`config.mk`:
```
export PLATFORM = sky130hd
export DESIGN_NAME = wallace_mul_arbiter
export DESIGN_NICKNAME = d
export VERILOG_FILES = /design/src/rtl/wallace_mul_arbiter.sv
export SDC_FILE = /design/constraint.sdc
export NUM_CORES = 1
export LEC_CHECK = 0
export BUFFER_PORTS_ARGS = -buffer_cell sky130_fd_sc_hd__buf_2
export CAP_MARGIN = 20
export CORE_MARGIN = 5
export CORE_UTILIZATION = 39
export CTS_BUF_LIST = sky130_fd_sc_hd__clkbuf_16
export CTS_CLUSTER_SIZE = 14
export DETAILED_ROUTE_END_ITERATION = 6
export GPL_ROUTABILITY_DRIVEN = 0
export SETUP_SLACK_MARGIN = 0.4
export SYNTH_ARGS = -nofsm -noshare
export SYNTH_HDL_FRONTEND = slang
export SYNTH_SLANG_ARGS = --single-unit
```
`constraint.sdc`:
```
create_clock -name clk -period 9.92 [get_ports clk]
set_input_delay 0.496 -clock clk [delete_from_list [all_inputs] [get_ports clk]]
set_output_delay 0.496 -clock clk [all_outputs]
set_load 0.01 [all_outputs]
```
`src/rtl/wallace_mul_arbiter.sv`:
```
// Round-robin arbiter sharing one combinational 8x8 Wallace-tree multiplier
// among up to four requesters.
//
// wallace_csa        : word-wide 3:2 carry-save compressor (one tree level)
//   i_x/i_y/i_z in W  : three addend rows
//   o_sum/o_cry out W : sum row and left-shifted carry row
//
// wallace_multiplier : unsigned 8x8 -> 16 combinational multiplier
//   a, b in 8         : operands
//   ans out 16        : product
//
// wallace_mul_arbiter: top level
//   clk, rst_n                 : clock, async active-low reset
//   in_valid/in_ready [NREQ]   : per-requester request handshake
//   in_a/in_b [8*NREQ]         : packed operand pairs, requester i at [8i+7:8i]
//   out_valid/out_ready        : result handshake
//   out_prod [16], out_id [2]  : registered product and owning requester
//   done_cnt [16]              : completed result handshakes, wraps

module wallace_csa #(
    parameter int W = 16
) (
    input  logic [W-1:0] i_x,
    input  logic [W-1:0] i_y,
    input  logic [W-1:0] i_z,
    output logic [W-1:0] o_sum,
    output logic [W-1:0] o_cry
);

    logic [W-1:0] w_maj;

    assign o_sum = i_x ^ i_y ^ i_z;
    assign w_maj = (i_x & i_y) | (i_x & i_z) | (i_y & i_z);

    // A carry out of the top column would be bit W; the product always fits
    // in W bits, so working modulo 2^W is exact.
    assign o_cry = w_maj << 1;

endmodule

module wallace_multiplier (
    input  logic [7:0]  a,
    input  logic [7:0]  b,
    output logic [15:0] ans
);

    logic [15:0] w_pp [8];

    // Level 1: 8 rows -> 6 rows
    logic [15:0] w_s1a;
    logic [15:0] w_c1a;
    logic [15:0] w_s1b;
    logic [15:0] w_c1b;

    // Level 2: 6 rows -> 4 rows
    logic [15:0] w_s2a;
    logic [15:0] w_c2a;
    logic [15:0] w_s2b;
    logic [15:0] w_c2b;

    // Level 3: 4 rows -> 3 rows
    logic [15:0] w_s3;
    logic [15:0] w_c3;

    // Level 4: 3 rows -> 2 rows
    logic [15:0] w_s4;
    logic [15:0] w_c4;

    // Row i is A gated by bit i of B, aligned to column i.
    always_comb begin
        for (int i = 0; i < 8; i++) begin
            w_pp[i] = 16'(a & {8{b[i]}}) << i;
        end
    end

    wallace_csa #(.W(16)) u_l1a (
        .i_x   (w_pp[0]),
        .i_y   (w_pp[1]),
        .i_z   (w_pp[2]),
        .o_sum (w_s1a),
        .o_cry (w_c1a)
    );

    wallace_csa #(.W(16)) u_l1b (
        .i_x   (w_pp[3]),
        .i_y   (w_pp[4]),
        .i_z   (w_pp[5]),
        .o_sum (w_s1b),
        .o_cry (w_c1b)
    );

    wallace_csa #(.W(16)) u_l2a (
        .i_x   (w_s1a),
        .i_y   (w_c1a),
        .i_z   (w_s1b),
        .o_sum (w_s2a),
        .o_cry (w_c2a)
    );

    wallace_csa #(.W(16)) u_l2b (
        .i_x   (w_c1b),
        .i_y   (w_pp[6]),
        .i_z   (w_pp[7]),
        .o_sum (w_s2b),
        .o_cry (w_c2b)
    );

    wallace_csa #(.W(16)) u_l3 (
        .i_x   (w_s2a),
        .i_y   (w_c2a),
        .i_z   (w_s2b),
        .o_sum (w_s3),
        .o_cry (w_c3)
    );

    wallace_csa #(.W(16)) u_l4 (
        .i_x   (w_s3),
        .i_y   (w_c3),
        .i_z   (w_c2b),
        .o_sum (w_s4),
        .o_cry (w_c4)
    );

    // Final carry-propagate adder.
    assign ans = w_s4 + w_c4;

endmodule

module wallace_mul_arbiter #(
    parameter int NREQ = 4
) (
    input  logic              clk,
    input  logic              rst_n,
    input  logic [NREQ-1:0]   in_valid,
    output logic [NREQ-1:0]   in_ready,
    input  logic [8*NREQ-1:0] in_a,
    input  logic [8*NREQ-1:0] in_b,
    output logic              out_valid,
    input  logic              out_ready,
    output logic [15:0]       out_prod,
    output logic [1:0]        out_id,
    output logic [15:0]       done_cnt
);

    // One-hot state so out_valid is a flop output, not decode logic.
    localparam int I_IDLE = 0;
    localparam int I_CALC = 1;
    localparam int I_DONE = 2;

    localparam logic [2:0] S_IDLE = 3'b001;
    localparam logic [2:0] S_CALC = 3'b010;
    localparam logic [2:0] S_DONE = 3'b100;

    logic [2:0]  r_state;
    logic [2:0]  w_state_nxt;

    logic [1:0]  r_rr_ptr;
    logic [7:0]  r_op_a;
    logic [7:0]  r_op_b;
    logic [1:0]  r_op_id;
    logic [15:0] r_prod;
    logic [1:0]  r_id;
    logic [15:0] r_done_cnt;

    // Requester-side signals widened to the 4-slot maximum so a 2-bit
    // index always selects in range; missing slots read as zero.
    logic [3:0]  w_valid_pad;
    logic [31:0] w_a_pad;
    logic [31:0] w_b_pad;
    logic [3:0]  w_ready_pad;

    logic [2:0]  w_probe;
    logic        w_gnt_vld;
    logic [1:0]  w_gnt_idx;
    logic        w_accept;
    logic        w_out_hs;
    logic [15:0] w_ans;

    assign w_valid_pad = 4'(in_valid);
    assign w_a_pad     = 32'(in_a);
    assign w_b_pad     = 32'(in_b);

    // Round-robin search. Offsets are scanned from the far end so the
    // last hit, which wins, is the one nearest to r_rr_ptr.
    always_comb begin
        w_probe   = '0;
        w_gnt_vld = 1'b0;
        w_gnt_idx = '0;
        for (int k = NREQ - 1; k >= 0; k--) begin
            w_probe = {1'b0, r_rr_ptr} + 3'(k);
            if (w_probe >= 3'(NREQ)) begin
                w_probe = w_probe - 3'(NREQ);
            end
            if (w_valid_pad[w_probe[1:0]]) begin
                w_gnt_vld = 1'b1;
                w_gnt_idx = w_probe[1:0];
            end
        end
    end

    assign w_accept = r_state[I_IDLE] & w_gnt_vld;
    assign w_out_hs = r_state[I_DONE] & out_ready;

    // State register
    always_ff @(posedge clk or negedge rst_n) begin
        if (!rst_n) begin
            r_state <= S_IDLE;
        end else begin
            r_state <= w_state_nxt;
        end
    end

    // Next-state logic
    always_comb begin
        w_state_nxt = r_state;
        unique case (1'b1)
            r_state[I_IDLE]: begin
                if (w_gnt_vld) begin
                    w_state_nxt = S_CALC;
                end
            end
            r_state[I_CALC]: begin
                w_state_nxt = S_DONE;
            end
            r_state[I_DONE]: begin
                if (out_ready) begin
                    w_state_nxt = S_IDLE;
                end
            end
            default: begin
                w_state_nxt = S_IDLE;
            end
        endcase
    end

    // Output logic. in_ready depends only on state, pointer and in_valid.
    always_comb begin
        w_ready_pad = '0;
        if (w_accept) begin
            w_ready_pad[w_gnt_idx] = 1'b1;
        end
    end

    assign in_ready  = w_ready_pad[NREQ-1:0];
    assign out_valid = r_state[I_DONE];
    assign out_prod  = r_prod;
    assign out_id    = r_id;
    assign done_cnt  = r_done_cnt;

    // Operand capture and round-robin pointer
    always_ff @(posedge clk or negedge rst_n) begin
        if (!rst_n) begin
            r_op_a   <= '0;
            r_op_b   <= '0;
            r_op_id  <= '0;
            r_rr_ptr <= '0;
        end else if (w_accept) begin
            r_op_a  <= w_a_pad[{w_gnt_idx, 3'b000} +: 8];
            r_op_b  <= w_b_pad[{w_gnt_idx, 3'b000} +: 8];
            r_op_id <= w_gnt_idx;
            if (w_gnt_idx == 2'(NREQ - 1)) begin
                r_rr_ptr <= '0;
            end else begin
                r_rr_ptr <= w_gnt_idx + 2'd1;
            end
        end
    end

    // The multiplier sees only captured operands, never live inputs.
    wallace_multiplier u_mul (
        .a   (r_op_a),
        .b   (r_op_b),
        .ans (w_ans)
    );

    // Result register, loaded once in CALC and held through DONE
    always_ff @(posedge clk or negedge rst_n) begin
        if (!rst_n) begin
            r_prod <= '0;
            r_id   <= '0;
        end else if (r_state[I_CALC]) begin
            r_prod <= w_ans;
            r_id   <= r_op_id;
        end
    end

    // Completion counter, wraps naturally at 16 bits
    always_ff @(posedge clk or negedge rst_n) begin
        if (!rst_n) begin
            r_done_cnt <= '0;
        end else if (w_out_hs) begin
            r_done_cnt <= r_done_cnt + 16'd1;
        end
    end

endmodule
```
== Word level (Yosys, flattened, before mapping) ==
Index checks and enable logic that the tools add are counted.
Cells by class
  $add $sub $neg: 10
  multiply operators: 0
  divide/modulo/power cells: 0
  magnitude comparators: 10
  eq/ne operators: 1
  shift-type cells: 2
  mux-type cells: 27
  bitwise gates (word level): 52
  reductions and logical operators: 1
Operators by type and width (count)
  $and A15 B15 Y15: 10
  $or A15 B15 Y15: 10
  $xor A16 B16 Y16: 7
  $and A8 B8 Y8: 8
  $shiftx A32 B6 Y8: 2
  $mux W2: 10
  $add A16 B1 Y16 const B: 1
  $add A16 B16 Y16: 1
  $xor A16 B10 Y16: 1
  $xor A16 B12 Y16: 1
  $xor A16 B13 Y16: 1
  $xor A16 B14 Y16: 1
  $xor A16 B15 Y16: 1
  $and A14 B15 Y15: 1
  $and A15 B14 Y15: 1
  $lt A2 B3 Y1 const B: 5
  $or A15 B10 Y15: 1
  $or A15 B13 Y15: 1
  $and A11 B13 Y13: 1
  $and A12 B13 Y13: 1
  $and A11 B12 Y12: 1
  $and A8 B10 Y10: 1
  $and A9 B10 Y10: 1
  $and A8 B9 Y9: 1
  other kinds (16): 34
Word-level totals
  register bits after elaboration: 57
  bits in latches: 0
  bits in writable memories: 0
  bits in read-only memories: 0
  bits of input ports: 71
  output and inout port bits: 39
  word-level logic and storage cells: 111
  memories: 0

== Depth between registers and ports, before layout ==
Gate-level depths: netlist (run 1).
  word-level depth: 14
  depth in mapped cells: 16
  mapped depth without buffers: 15

== Cells and area by module ==
A second synthesis (run 1) with hierarchy kept.
Second synthesis, totals
  cells, all modules: 540
  area, all modules: 6059.6 sq um
Modules (own cells, without submodules)
  wallace_mul_arbiter: times used 1, cells an instance 263, area an instance 2834.0 sq um, sequential area each 1427.6 sq um
  wallace_csa: times used 6, cells an instance 18, area an instance 335.3 sq um, sequential area each 0.0 sq um
  wallace_multiplier: times used 1, cells an instance 169, area an instance 1213.7 sq um, sequential area each 0.0 sq um

== Worst setup path after synthesis (run 1) ==
No wires, ideal clock.
  kind: reg-to-reg
  start: reg r_op_a[4]
  end: reg r_prod[15] (netlist: out_prod[15])
  setup time: 0.116 ns
  arrival: 4.235 ns
  data required time: 9.804 ns
  path slack: 5.570 ns
  stages on the path, launching flop included: 15
  buffers on the path: 1
  clock period less this slack: 4.350 ns
  cell sequence: dfrtp_1 clkbuf_1 and2_1 fa_1 inv_1 fa_1 fa_1 fa_1 inv_1 ha_1 nor2b_1 o31a_1 o21a_1 or4_1 o311ai_0
Between the ends
  word-level cells in the longest chain between the ends: 14
  elaborated cells on any way between the ends: 51
  those cells by class: add/sub (1); bitwise (50)
Ends and longest elaborated chain
  from (decl): line 158  | logic [7:0] r_op_a;
  from (signal assigned): line 258  | r_op_a <= w_a_pad[{w_gnt_idx, 3'b000} +: 8];
  $and A8 B8 Y8: line 72  | w_pp[i] = 16'(a & {8{b[i]}}) << i;
  $and A8 B9 Y9 / $and A8 B10 Y10 (equally long branches): line 33  | assign w_maj = (i_x & i_y) | (i_x & i_z) | (i_y & i_z);
  $or A15 B15 Y15: line 33
  $or A15 B10 Y15: line 33
  $and A15 B15 Y15: line 33
  $or A15 B15 Y15 (2 in a row): line 33
  $and A15 B15 Y15: line 33
  $or A15 B15 Y15 (2 in a row): line 33
  $and A15 B15 Y15: line 33
  $or A15 B15 Y15 (2 in a row): line 33
  $add A16 B16 Y16 (*): line 125  | assign ans = w_s4 + w_c4;
  to (signal assigned): line 282  | r_prod <= w_ans;
  to (decl): line 161  | logic [15:0] r_prod;
Mark *: on every way between the ends. The rest lies on a longest branch, timed or not.
A chain may end at the register's enable or synchronous reset.

== Worst setup path after layout (run 1) ==
  start: reg r_op_b[3]
  end: reg r_prod[15] (netlist: out_prod[15])
Between the ends
  word-level cells in the longest chain between the ends: 13
  elaborated cells on any way between the ends: 33
  those cells by class: add/sub (1); bitwise (32)
Ends and longest elaborated chain
  from (decl): line 159  | logic [7:0] r_op_b;
  from (signal assigned): line 259  | r_op_b <= w_b_pad[{w_gnt_idx, 3'b000} +: 8];
  $and A8 B8 Y8 (*): line 72
  $xor A16 B12 Y16 (tied with other cells): line 32  | assign o_sum = i_x ^ i_y ^ i_z;
  $xor A16 B13 Y16 / $or A15 B15 Y15 (equally long branches): line 32, 33
  $and A15 B15 Y15 / $or A15 B13 Y15 (equally long branches): line 33
  $or A15 B15 Y15 / $xor A16 B14 Y16 (equally long branches): line 33, 32
  $or A15 B15 Y15 / $xor A16 B15 Y16 (equally long branches): line 33, 32
  $and A15 B15 Y15: line 33
  $or A15 B15 Y15 (2 in a row): line 33
  $and A15 B15 Y15: line 33
  $or A15 B15 Y15 (2 in a row): line 33
  $add A16 B16 Y16 (*): line 125
Marks and branches as above.

==> impl_metrics.csv, run 1 <==
group,metric,value,unit
status,status,"finished, final reports clean",
yosys,synth_edf_count,0,
critical_path,path_max_fanout,9,
die,die_h,120,µm
yosys,synth-simple-area-share,15.2,%
timing,slew_headroom,27.1,%
global_route,antenna_found_initial,0,
clocking,htree_levels,3,
timing,report.final.slew_viol_count,0,
global_route,grt_usage,16.6,%
clocking,cts_buffer_depth,2,
timing,worst_slack,5400,ps
timing,rsz0062_at_grt,"no",
placement,dp_hpwl,8.90,mm
yosys,synth_top_family_by_area,"adder cells",
global_route,grt_pass1_vias,4120,
detailed_routing,detail_route.first_pass.iterations,4,
yosys,synth_compound_area_share,14.8,%
clocking,cts_setup_buffers,0,
clocking,cts_tree,"done",
global_route,grt_pass1_wl,19.6,mm
timing,worst_pin_slew,1090,ps
final_layout,nNetsFinal,718,
clocking,insertion_delay,320,ps
clocking,clock-sinks,57,
global_route,grt_start_max_net_pins,58,
critical_path,cp.required,10110,ps
timing,hold_viol,0,
timing,fin_crit_sh,45.6,%
detailed_routing,vias,3812,
placement,port_buffers,109,
yosys,synth-xor-area-share,3.31,%
clocking,cts.repair.resized,0,
die,dieArea,14500,µm²
yosys,synth_mux_area_share,6.81,%
run,drv_cap,0,
timing,finClkSkew,9.57,ps
yosys,synth_adder_area_share,24.3,%
placement,dpl_worst_slack,5390,ps
detailed_routing,ant_nets,0,
critical_path,cpPeakStageDelay,550,ps
critical_path,worstPathArrival,4710,ps
yosys,syn-num-nets,619,
pwr,power_density,415,nW/µm²
detailed_routing,routed_wl,11.3,mm
yosys,synth_seq_cells,57,
final_layout,drive_gt1_share,26.1,%
die,coreArea,12000,µm²
yosys,ys_seq_area_share,30.0,%
detailed_routing,viasPerCell,5.22,
die,io_pins,110,
yosys,synth_top_area_share,29.5,%
yosys,synth_cells,479,
die,start_util,39.8,%
critical_path,start_kind,"register",
final_layout,fillers,1180,
yosys,synth_top_area_cell,"dfrtp_1",
timing,setup_tns,0,ps
pwr,vdd_drop_max,0.211,mV
critical_path,crit_path_end_kind,"register",
die,std_cell_rows,40,
worst_hold_path,hp-class,"in2async",
final_layout,final_core_util,48.1,%
die,die-width,120,µm
clocking,clk_pin_slew,50,ps
detailed_routing,drtIter0Drc,190,
clocking,cts_inserted_buffers,9,
global_route,grt_overflow_total,0,
critical_path,critPathMostFrequentCell,"fa_1",
timing,timing.hold.ws,323,ps
yosys,syn_area_per_cell,9.93,µm²
final_layout,diodes,0,
pwr,p_leak,2.79,nW
timing,period_needed,4520,ps
critical_path,path_class,"reg2reg",
detailed_routing,wire_per_inst,15.5,µm
yosys,ys.flop_type,"dfrtp_1",
critical_path,path_cells,"and2_1 > fa_1 > inv_1 > fa_1 > fa_1 > fa_1 > inv_1 > ha_1 > nor2b_1 > o31a_1 > o21a_1 > or4_1 > o311ai_0",
critical_path,cp_slowest_cell,"fa_1",
yosys,synth.area.top_cells,"dfrtp_1 (29%), fa_1 (16%), ha_1 (7.9%)",
yosys,synthArstFlopShare,100,%
yosys,syn_area,4760,µm²
detailed_routing,drc,0,
clocking,postCtsHoldBufs,0,
timing,setup_violations,0,
timing,timing.fmax,221,MHz
yosys,ys_types,51,
final_layout,syn_to_final_growth,20.9,%
clocking,cts_root_buf,"clkbuf_16",
yosys,yosysWarningCount,0,
==> cell families (layout without fill, tap and decap cells) <==
group           Yosys count  in the layout
mux                      29             29
simple gates            146            146
flops                    57             57
compound gates           93             93
buf+inv                  67            171
xor+xnor                 18             18
fa+ha+maj                69             69
==> state kept, by name, summed over array words and instances, names as in the netlist <==
| register | cells |
|---|---|
| out_prod | 16 |
| r_op_b | 8 |
| done_cnt | 16 |
| r_op_id | 2 |
| out_id | 2 |
| r_rr_ptr | 2 |
| r_op_a | 8 |
| r_state | 3 |
==> power breakdown <==
part / total (mW) / internal (mW) / switching [mW]
clock: 0.346 / 0.243 / 0.103
sequential: 0.475 / 0.335 / 0.139
combinational: 1.56 / 0.729 / 0.836
total: 2.38 / 1.31 / 1.08
==> final timing paths <==
| check | startpoint | endpoint | slack (ps) | cells past startpoint |
|---|---|---|---|---|
| max | r_op_b[3]$_DFFE_PN0P_ | out_prod[15]$_DFFE_PN0P_ | 5400 | 13 |
| min | rst_n | r_op_a[1]$_DFFE_PN0P_ | 320 | 2 |
| max reg2reg | r_op_b[3]$_DFFE_PN0P_ | out_prod[15]$_DFFE_PN0P_ | 5400 | 13 |
| min reg2reg | out_prod[11]$_DFFE_PN0P_ | out_prod[11]$_DFFE_PN0P_ | 470 | 2 |
| max in group asynchronous | rst_n | out_prod[14]$_DFFE_PN0P_ | 9110 | 2 |
| min in group clk | out_ready | r_state[2]$_DFF_PN0_ | 410 | 2 |
==> cell usage after synthesis, drive strengths merged, types with 2 or more instances <==
master and count:
mux2i 2, mux2 27, and2 32, o21ai 26
ha 30, dfrtp 56, nor2 14, a21o 5
o21a 3, nand2 55, nor2b 4, inv 42
o21bai 2, nor3 4, nand3 25, buf 3
nand2b 3, fa 39, nand4 3, a221o 17
xor2 4, and3 3, clkbuf 22, a21boi 16
xnor2 14, a221oi 2, a21oi 8, a211oi 3
==> through the flow <==
step / area, µm² / cells / power (mW)
floorplan: 4760 / 479 / 1.68
global placement: 5400 / 712 / 2.03
detailed placement: 5400 / 712 / 2.06
CTS: 5730 / 728 / 2.43
global route: 5750 / 730 / 2.70
finish: 5750 / 730 / 2.38
==> critical path, delay by kind of cell (launching register included) <==
kind / cells / cell delay [ps]
AOI/OAI and AO/OA: 3 / 590
buffers and inverters: 2 / 100
DFF: 1 / 490
adders and majority gates: 5 / 2390
and+or+nand+nor: 3 / 830
==> final cells by class <==
type | instances | area (µm²) | share of cell area [%]
flip-flops and latches | 57 | 1430 | 24.8
repair buffers | 113 | 576 | 10.0
clock inverters | 7 | 110 | 1.92
clock buffers | 9 | 225 | 3.92
well taps | 147 | 184 | 3.20
multi-input cells | 355 | 3070 | 53.4
inverters | 42 | 158 | 2.74
==> placed cells by master (no fill, tap or decap), types with 2 or more instances in the layout <==
master	count
buf_2	109
dfrtp_1	56
nand2_1	55
inv_1	42
fa_1	39
and2_1	32
ha_1	30
o21ai_0	26
nand3_1	25
mux2_2	18
a221o_1	17
xnor2_1	14
nor2_1	13
a21boi_0	10
mux2_1	9
clkbuf_16	9
a21oi_1	8
a21boi_1	6
a21o_1	5
nor3_1	4
xor2_1	4
buf_4	4
nand2b_1	3
nor2b_1	3
and3_1	3
nand4_1	3
a211oi_1	3
o21a_1	3
bufinv_16	3
mux2i_1	2
o21bai_1	2
clkinv_1	2
==> routing by layer <==
| layer | global-route usage, % | up-vias | wire (µm) |
|---|---|---|---|
| met2 | 30.0 | 66 | 6000 |
| met4 | 3.90 | 0 | 113 |
| li1 | - | 1835 | - |
| met5 | 0 | - | 0 |
| met3 | 2.48 | 8 | 333 |
| met1 | 20.8 | 1903 | 4870 |
No activity file was read; power rests on OpenSTA's default activity.
==> run 2: changes to the inputs <==
--- a/config.mk
+++ b/config.mk
@@ -5,6 +5,7 @@
 export SDC_FILE = /design/constraint.sdc
 export NUM_CORES = 1
 export LEC_CHECK = 0
+export ABC_AREA = 1
 export BUFFER_PORTS_ARGS = -buffer_cell sky130_fd_sc_hd__buf_2
 export CAP_MARGIN = 20
 export CORE_MARGIN = 5
==> constraint.sdc (replaced) <==
create_clock -name clk -period 4.5 [get_ports clk]
set_input_delay 0.225 -clock clk [delete_from_list [all_inputs] [get_ports clk]]
set_output_delay 0.225 -clock clk [all_outputs]
set_load 0.01 [all_outputs]
==> run 2 against run 1 <==
  * Hold slack got worse by 280 ps
  * Fmax rose by 15%
  * Largest cell class unchanged
  * Area after synthesis rose by 9.4%
==> impl_metrics.csv, run 2 <==
group,metric,value,unit
status,status,"finished, final reports clean",
critical_path,worstPathArrival,4150,ps
critical_path,path_cells,"nand2_1 > inv_1 > fa_1 > inv_1 > fa_1 > inv_1 > fa_1 > ha_1 > ha_1 > inv_1 > fa_1 > o21ai_2 > a21oi_1 > xor2_1 > o21ai_0",
detailed_routing,wire_per_inst,12.0,µm
critical_path,r2r_setup_slack,580,ps
yosys,yosysMostFrequentCell,"nand2_1",
global_route,grt_pass1_vias,4512,
die,coreArea,13100,µm²
clocking,insertion_delay,330,ps
critical_path,cpPeakStageDelay,530,ps
yosys,synth_cells,726,
critical_path,path_class,"reg2reg",
detailed_routing,detail_route.first_pass.iterations,5,
final_layout,syn_to_final_growth,19.6,%
critical_path,crit_buf_inv,4,
critical_path,crit_family,"adder cells",
yosys,synth.area.top_cells,"dfrtp_1 (27%), nand2_1 (17%), fa_1 (15%)",
final_layout,nNetsFinal,959,
detailed_routing,drc,0,
final_layout,instances_no_fill,1000,
die,io_pins,110,
yosys,ys.flop_type,"dfrtp_1",
timing,report.final.slew_viol_count,0,
detailed_routing,viasPerCell,4.48,
yosys,synth_edf_count,0,
worst_hold_path,hp-class,"in2async",
clocking,cts_root_buf,"clkbuf_16",
global_route,grt_overflow_total,0,
yosys,synthArstFlopShare,100,%
timing,period_needed,3920,ps
yosys,synth_top_area_cell,"dfrtp_1",
critical_path,crit_path_end_kind,"register",
final_layout,diodes,0,
clocking,htree_levels,3,
yosys,syn_area,5200,µm²
yosys,yosysWarningCount,0,
timing,setup_tns,0,ps
die,start_util,39.6,%
final_layout,final_common_cell,"nand2_1",
die,die_h,125,µm
critical_path,cp_slowest_cell,"fa_1",
clocking,postCtsHoldBufs,0,
detailed_routing,vias,4480,
clocking,clock-sinks,57,
final_layout,layout_common_cells,"nand2_1 (236), inv_1 (149), buf_2 (109)",
yosys,syn_area_per_cell,7.16,µm²
global_route,antenna_found_initial,0,
clocking,cts_inserted_buffers,9,
yosys,syn-num-nets,866,
critical_path,path_max_fanout,9,
timing,rsz0062_at_grt,"no",
yosys,ys_types,35,
yosys,ys_seq_area_share,27.4,%
run,drv_cap,0,
global_route,grt_usage,15.8,%
clocking,clk_pin_slew,50,ps
critical_path,rr_endpoint,"out_prod[11]$_DFFE_PN0P_",
placement,dp_hpwl,9.42,mm
timing,slew_headroom,46.5,%
critical_path,cp.required,4730,ps
critical_path,rr_worst_depth,15,
critical_path,r2r_start,"r_op_a[2]$_DFFE_PN0P_",
timing,worst_pin_slew,801,ps
timing,finClkSkew,5.93,ps
global_route,grt_pass1_wl,21.0,mm
critical_path,start_kind,"register",
detailed_routing,ant_nets,0,
placement,port_buffers,109,
detailed_routing,drtIter0Drc,254,
timing,hold_viol,0,
yosys,synth_seq_cells,57,
yosys,ys_top_cells_by_count,"nand2_1 (236), inv_1 (149), nand3_1 (80), dfrtp_1 (56), fa_1 (39)",
die,dieArea,15700,µm²
timing,timing.fmax,255,MHz
die,die-width,125,µm
global_route,grt_start_max_net_pins,58,
clocking,cts_tree,"done",
detailed_routing,routed_wl,12.0,mm
yosys,synth_top_area_share,26.9,%
die,std_cell_rows,42,
timing,fin_crit_sh,87.0,%
clocking,cts_buffer_depth,2,
final_layout,drive_gt1_share,19.5,%
timing,setup_violations,0,
placement,dp.cells,979,
[run 2: layout make-up]
cell class / count / area, µm²
Clock buffer: 9 / 225
Clock inverter: 7 / 93.8
Fill cell: 1369 / 6920
Inverter: 153 / 577
Multi-Input combinational cell: 482 / 3070
Sequential cell: 57 / 1440
Tap cell: 176 / 220
Timing Repair Buffer: 116 / 593
[run 2: worst max path at each step]
stage	startpoint	to	slack, ps	depth (start not counted)
floorplan	r_op_b[0]$_DFFE_PN0P_	out_prod[11]$_DFFE_PN0P_	610	13
global placement	r_op_a[2]$_DFFE_PN0P_	out_prod[11]$_DFFE_PN0P_	430	15
detailed placement	r_op_a[2]$_DFFE_PN0P_	out_prod[11]$_DFFE_PN0P_	380	15
CTS	r_op_b[3]$_DFFE_PN0P_	out_prod[12]$_DFFE_PN0P_	430	15
global route	r_op_a[2]$_DFFE_PN0P_	out_prod[11]$_DFFE_PN0P_	400	15
finish	r_op_a[2]$_DFFE_PN0P_	out_prod[11]$_DFFE_PN0P_	580	15
[run 2: cell families after synthesis]
family	synth area share (%)
AOI/OAI and AO/OA	4.79
muxes	0.216
buffers and inverters	14.3
and+or+nand+nor	27.5
adders and majority gates	22.2
DFF	27.4
xor gates and xnor gates	3.54
[run 2: timing repair]
item,4_1_cts,5_1_grt
endpoints found under the hold margin,0,0
cloned,0,0
pin swaps,0,1
buffers inserted,0,5
endpoints found under the setup margin,2,8
resized for setup,1,24
[run 2: layer usage]
| metal | up-vias | GRT usage [%] | wire (µm) |
|---|---|---|---|
| met3 | 10 | 3.41 | 857 |
| met4 | 0 | 5.80 | 167 |
| met2 | 140 | 24.0 | 5110 |
| li1 | 2361 | - | - |
| met1 | 1969 | 22.3 | 5850 |
| met5 | - | 0 | 0 |
[run 2: worst reg2reg max path, stage by stage, from the launching register on]
cell and delay (ps):
dfrtp_2 480, nand2_1 90, inv_1 50, fa_1 530, inv_1 50, fa_1 470
inv_1 50, fa_1 480, ha_1 290, ha_1 210, inv_1 100, fa_1 420
o21ai_2 220, a21oi_1 100, xor2_1 140, o21ai_0 140
[run 2: through the flow]
stage	setup WS (ps)	cell area [µm²]	utilization [%]	hold slack, ps
finish	583	6220	47.4	41.4
floorplan	614	5200	-	-70.6
global placement	428	5820	44.3	418
CTS	434	6130	46.7	58.0
global route	397	6220	47.4	102
detailed placement	378	5820	44.3	417
Power of run 2 is left out: the tool's default activity adds up to more than one toggle a clock period on the data nets, which glitch-free logic cannot reach.
==> run 3: changes to the inputs <==
--- a/config.mk
+++ b/config.mk
@@ -5,7 +5,6 @@
 export SDC_FILE = /design/constraint.sdc
 export NUM_CORES = 1
 export LEC_CHECK = 0
-export ABC_AREA = 1
 export BUFFER_PORTS_ARGS = -buffer_cell sky130_fd_sc_hd__buf_2
 export CAP_MARGIN = 20
 export CORE_MARGIN = 5
==> run 3 against run 2 <==
  * Fmax down 5.0%
  * Hold slack got worse by 8.7 ps
  * Global-route usage up 0.92 points
  * Critical endpoint is now out_prod[15]$_DFFE_PN0P_
==> impl_metrics.csv, run 3 (synthesized netlist as in run 1, its figures left out) <==
group,metric,value,unit
timing,timing.fmax,242,MHz
timing,setup_tns,0,ps
global_route,grt_start_max_net_pins,58,
global_route,grt_usage,16.8,%
detailed_routing,viasPerCell,5.20,
placement,dpl_worst_slack,234,ps
clocking,insertion_delay,330,ps
critical_path,path_class,"reg2reg",
pwr,p_leak,2.89,nW
pwr,sequentialPowerShare,17.4,%
final_layout,nNetsFinal,747,
critical_path,cp.depth,13,
timing,finClkSkew,8.03,ps
timing,fin_crit_sh,91.6,%
status,status,"finished, final reports clean",
clocking,cts_buffer_depth,2,
detailed_routing,ant_nets,0,
global_route,grt_pass1_vias,4145,
pwr,vdd_drop_max,0.635,mV
critical_path,crit_buf_inv,2,
timing,slew_headroom,40.0,%
timing,report.final.slew_viol_count,0,
clocking,cts_inserted_buffers,9,
timing,hold_viol,0,
clocking,clock-sinks,57,
clocking,htree_levels,3,
pwr,p_sw_share,45.0,%
critical_path,crit_path_end_kind,"register",
placement,port_buffers,109,
die,io_pins,110,
pwr,power_density,969,nW/µm²
global_route,grt_overflow_total,0,
pwr,cellInternalPower,3.21,mW
die,die_h,120,µm
critical_path,critPathMostFrequentCell,"fa_1",
die,start_util,39.8,%
timing,period_needed,4120,ps
timing,rsz0062_at_grt,"yes",
final_layout,layout_common_cells,"buf_2 (109), nand2_1 (53), dfrtp_1 (44)",
run,drv_cap,0,
detailed_routing,drc,0,
pwr,pwr-share-clk,10.1,%
pwr,power_switching,2.63,mW
global_route,antenna_found_initial,0,
critical_path,cp_slowest_cell,"fa_2",
die,die-width,120,µm
placement,dp_hpwl,8.92,mm
critical_path,crit_family,"adder cells",
critical_path,cp.required,4720,ps
final_layout,diodes,0,
clocking,postCtsHoldBufs,0,
final_layout,drive_gt1_share,34.8,%
pwr,power_frac_comb,72.5,%
critical_path,worstPathArrival,4350,ps
timing,worst_slack,376,ps
timing,setup_violations,0,
global_route,grt_pass1_wl,19.5,mm
detailed_routing,detail_route.first_pass.iterations,4,
final_layout,syn_to_final_growth,26.7,%
detailed_routing,vias,3944,
clocking,cts_root_buf,"clkbuf_16",
critical_path,path_max_fanout,6,
worst_hold_path,hp-class,"in2async",
critical_path,rr_worst_depth,13,
detailed_routing,drtIter0Drc,222,
die,std_cell_rows,40,
detailed_routing,wire_per_inst,15.4,µm
critical_path,start_kind,"register",
final_layout,final_common_cell,"buf_2",
die,coreArea,12000,µm²
critical_path,path_cells,"and2_1 > fa_2 > inv_2 > fa_1 > fa_1 > fa_1 > inv_2 > ha_4 > nor2b_4 > o31a_1 > o21a_1 > or4_1 > o311ai_1",
detailed_routing,routed_wl,11.7,mm
critical_path,cpPeakStageDelay,530,ps
clocking,cts_tree,"done",
die,dieArea,14500,µm²
clocking,clk_pin_slew,50,ps
timing,worst_pin_slew,900,ps
-- run 3: per-stage QoR --
stage / total power [mW] / util [%] / instances / hold slack [ps] / area (µm²)
after detailed placement: 4.67 / 45.5 / 714 / 425 / 5440
final: 5.84 / 50.4 / 759 / 32.7 / 6020
after floorplan: 3.83 / - / 479 / -70.6 / 4810
after global routing: 6.50 / 50.4 / 759 / 119 / 6020
after global placement: 4.58 / 45.5 / 714 / 409 / 5440
after CTS: 5.48 / 48.7 / 742 / 79.9 / 5820
-- run 3: power groups by stage --
stage | combinational (mW) | sequential [mW] | clock, mW
final | 4.23 | 1.01 | 0.592
after detailed placement | 3.63 | 1.04 | 0
after floorplan | 2.92 | 0.908 | 0
after global routing | 4.82 | 1.05 | 0.636
after global placement | 3.55 | 1.03 | 0
after CTS | 3.85 | 1.02 | 0.612
-- run 3: layout make-up --
class	instances	area, µm²
timing repair buffer	142	790
sequential	57	1440
inverter	42	158
tap	147	184
multi-input combinational	355	3190
fill	1132	5940
clock buffer	9	225
clock inverter	7	31.3
-- run 3: path summary, 6_finish.rpt --
kind,start,to,slack [ps]
worst max register to register,r_op_b[5]$_DFFE_PN0P_,out_prod[15]$_DFFE_PN0P_,380
worst min-delay path,rst_n,out_prod[0]$_DFFE_PN0P_,30
worst min register to register,done_cnt[15]$_DFFE_PN0P_,done_cnt[15]$_DFFE_PN0P_,460
max in group asynchronous,rst_n,r_op_a[7]$_DFFE_PN0P_,3930
min in group clk,out_ready,r_state[2]$_DFF_PN0_,110
worst max-delay path,r_op_b[5]$_DFFE_PN0P_,out_prod[15]$_DFFE_PN0P_,380
-- run 3: timing repair --
| item | CTS | global route |
|---|---|---|
| resized for setup | 17 | 13 |
| setup endpoints to repair | 5 | 6 |
| setup buffers | 12 | 14 |
| pin swaps | 5 | 16 |
-- run 3: per-layer routing --
layer / part of all wire (%) / vias up / routed length, µm / global-route usage (%)
li1: - / 1898 / - / -
met1: 42 / 1962 / 4890 / 20.4
met2: 53 / 66 / 6180 / 29.9
met3: 3.2 / 18 / 376 / 3.18
met4: 1.7 / 0 / 201 / 5.17
met5: 0 / - / 0 / 0
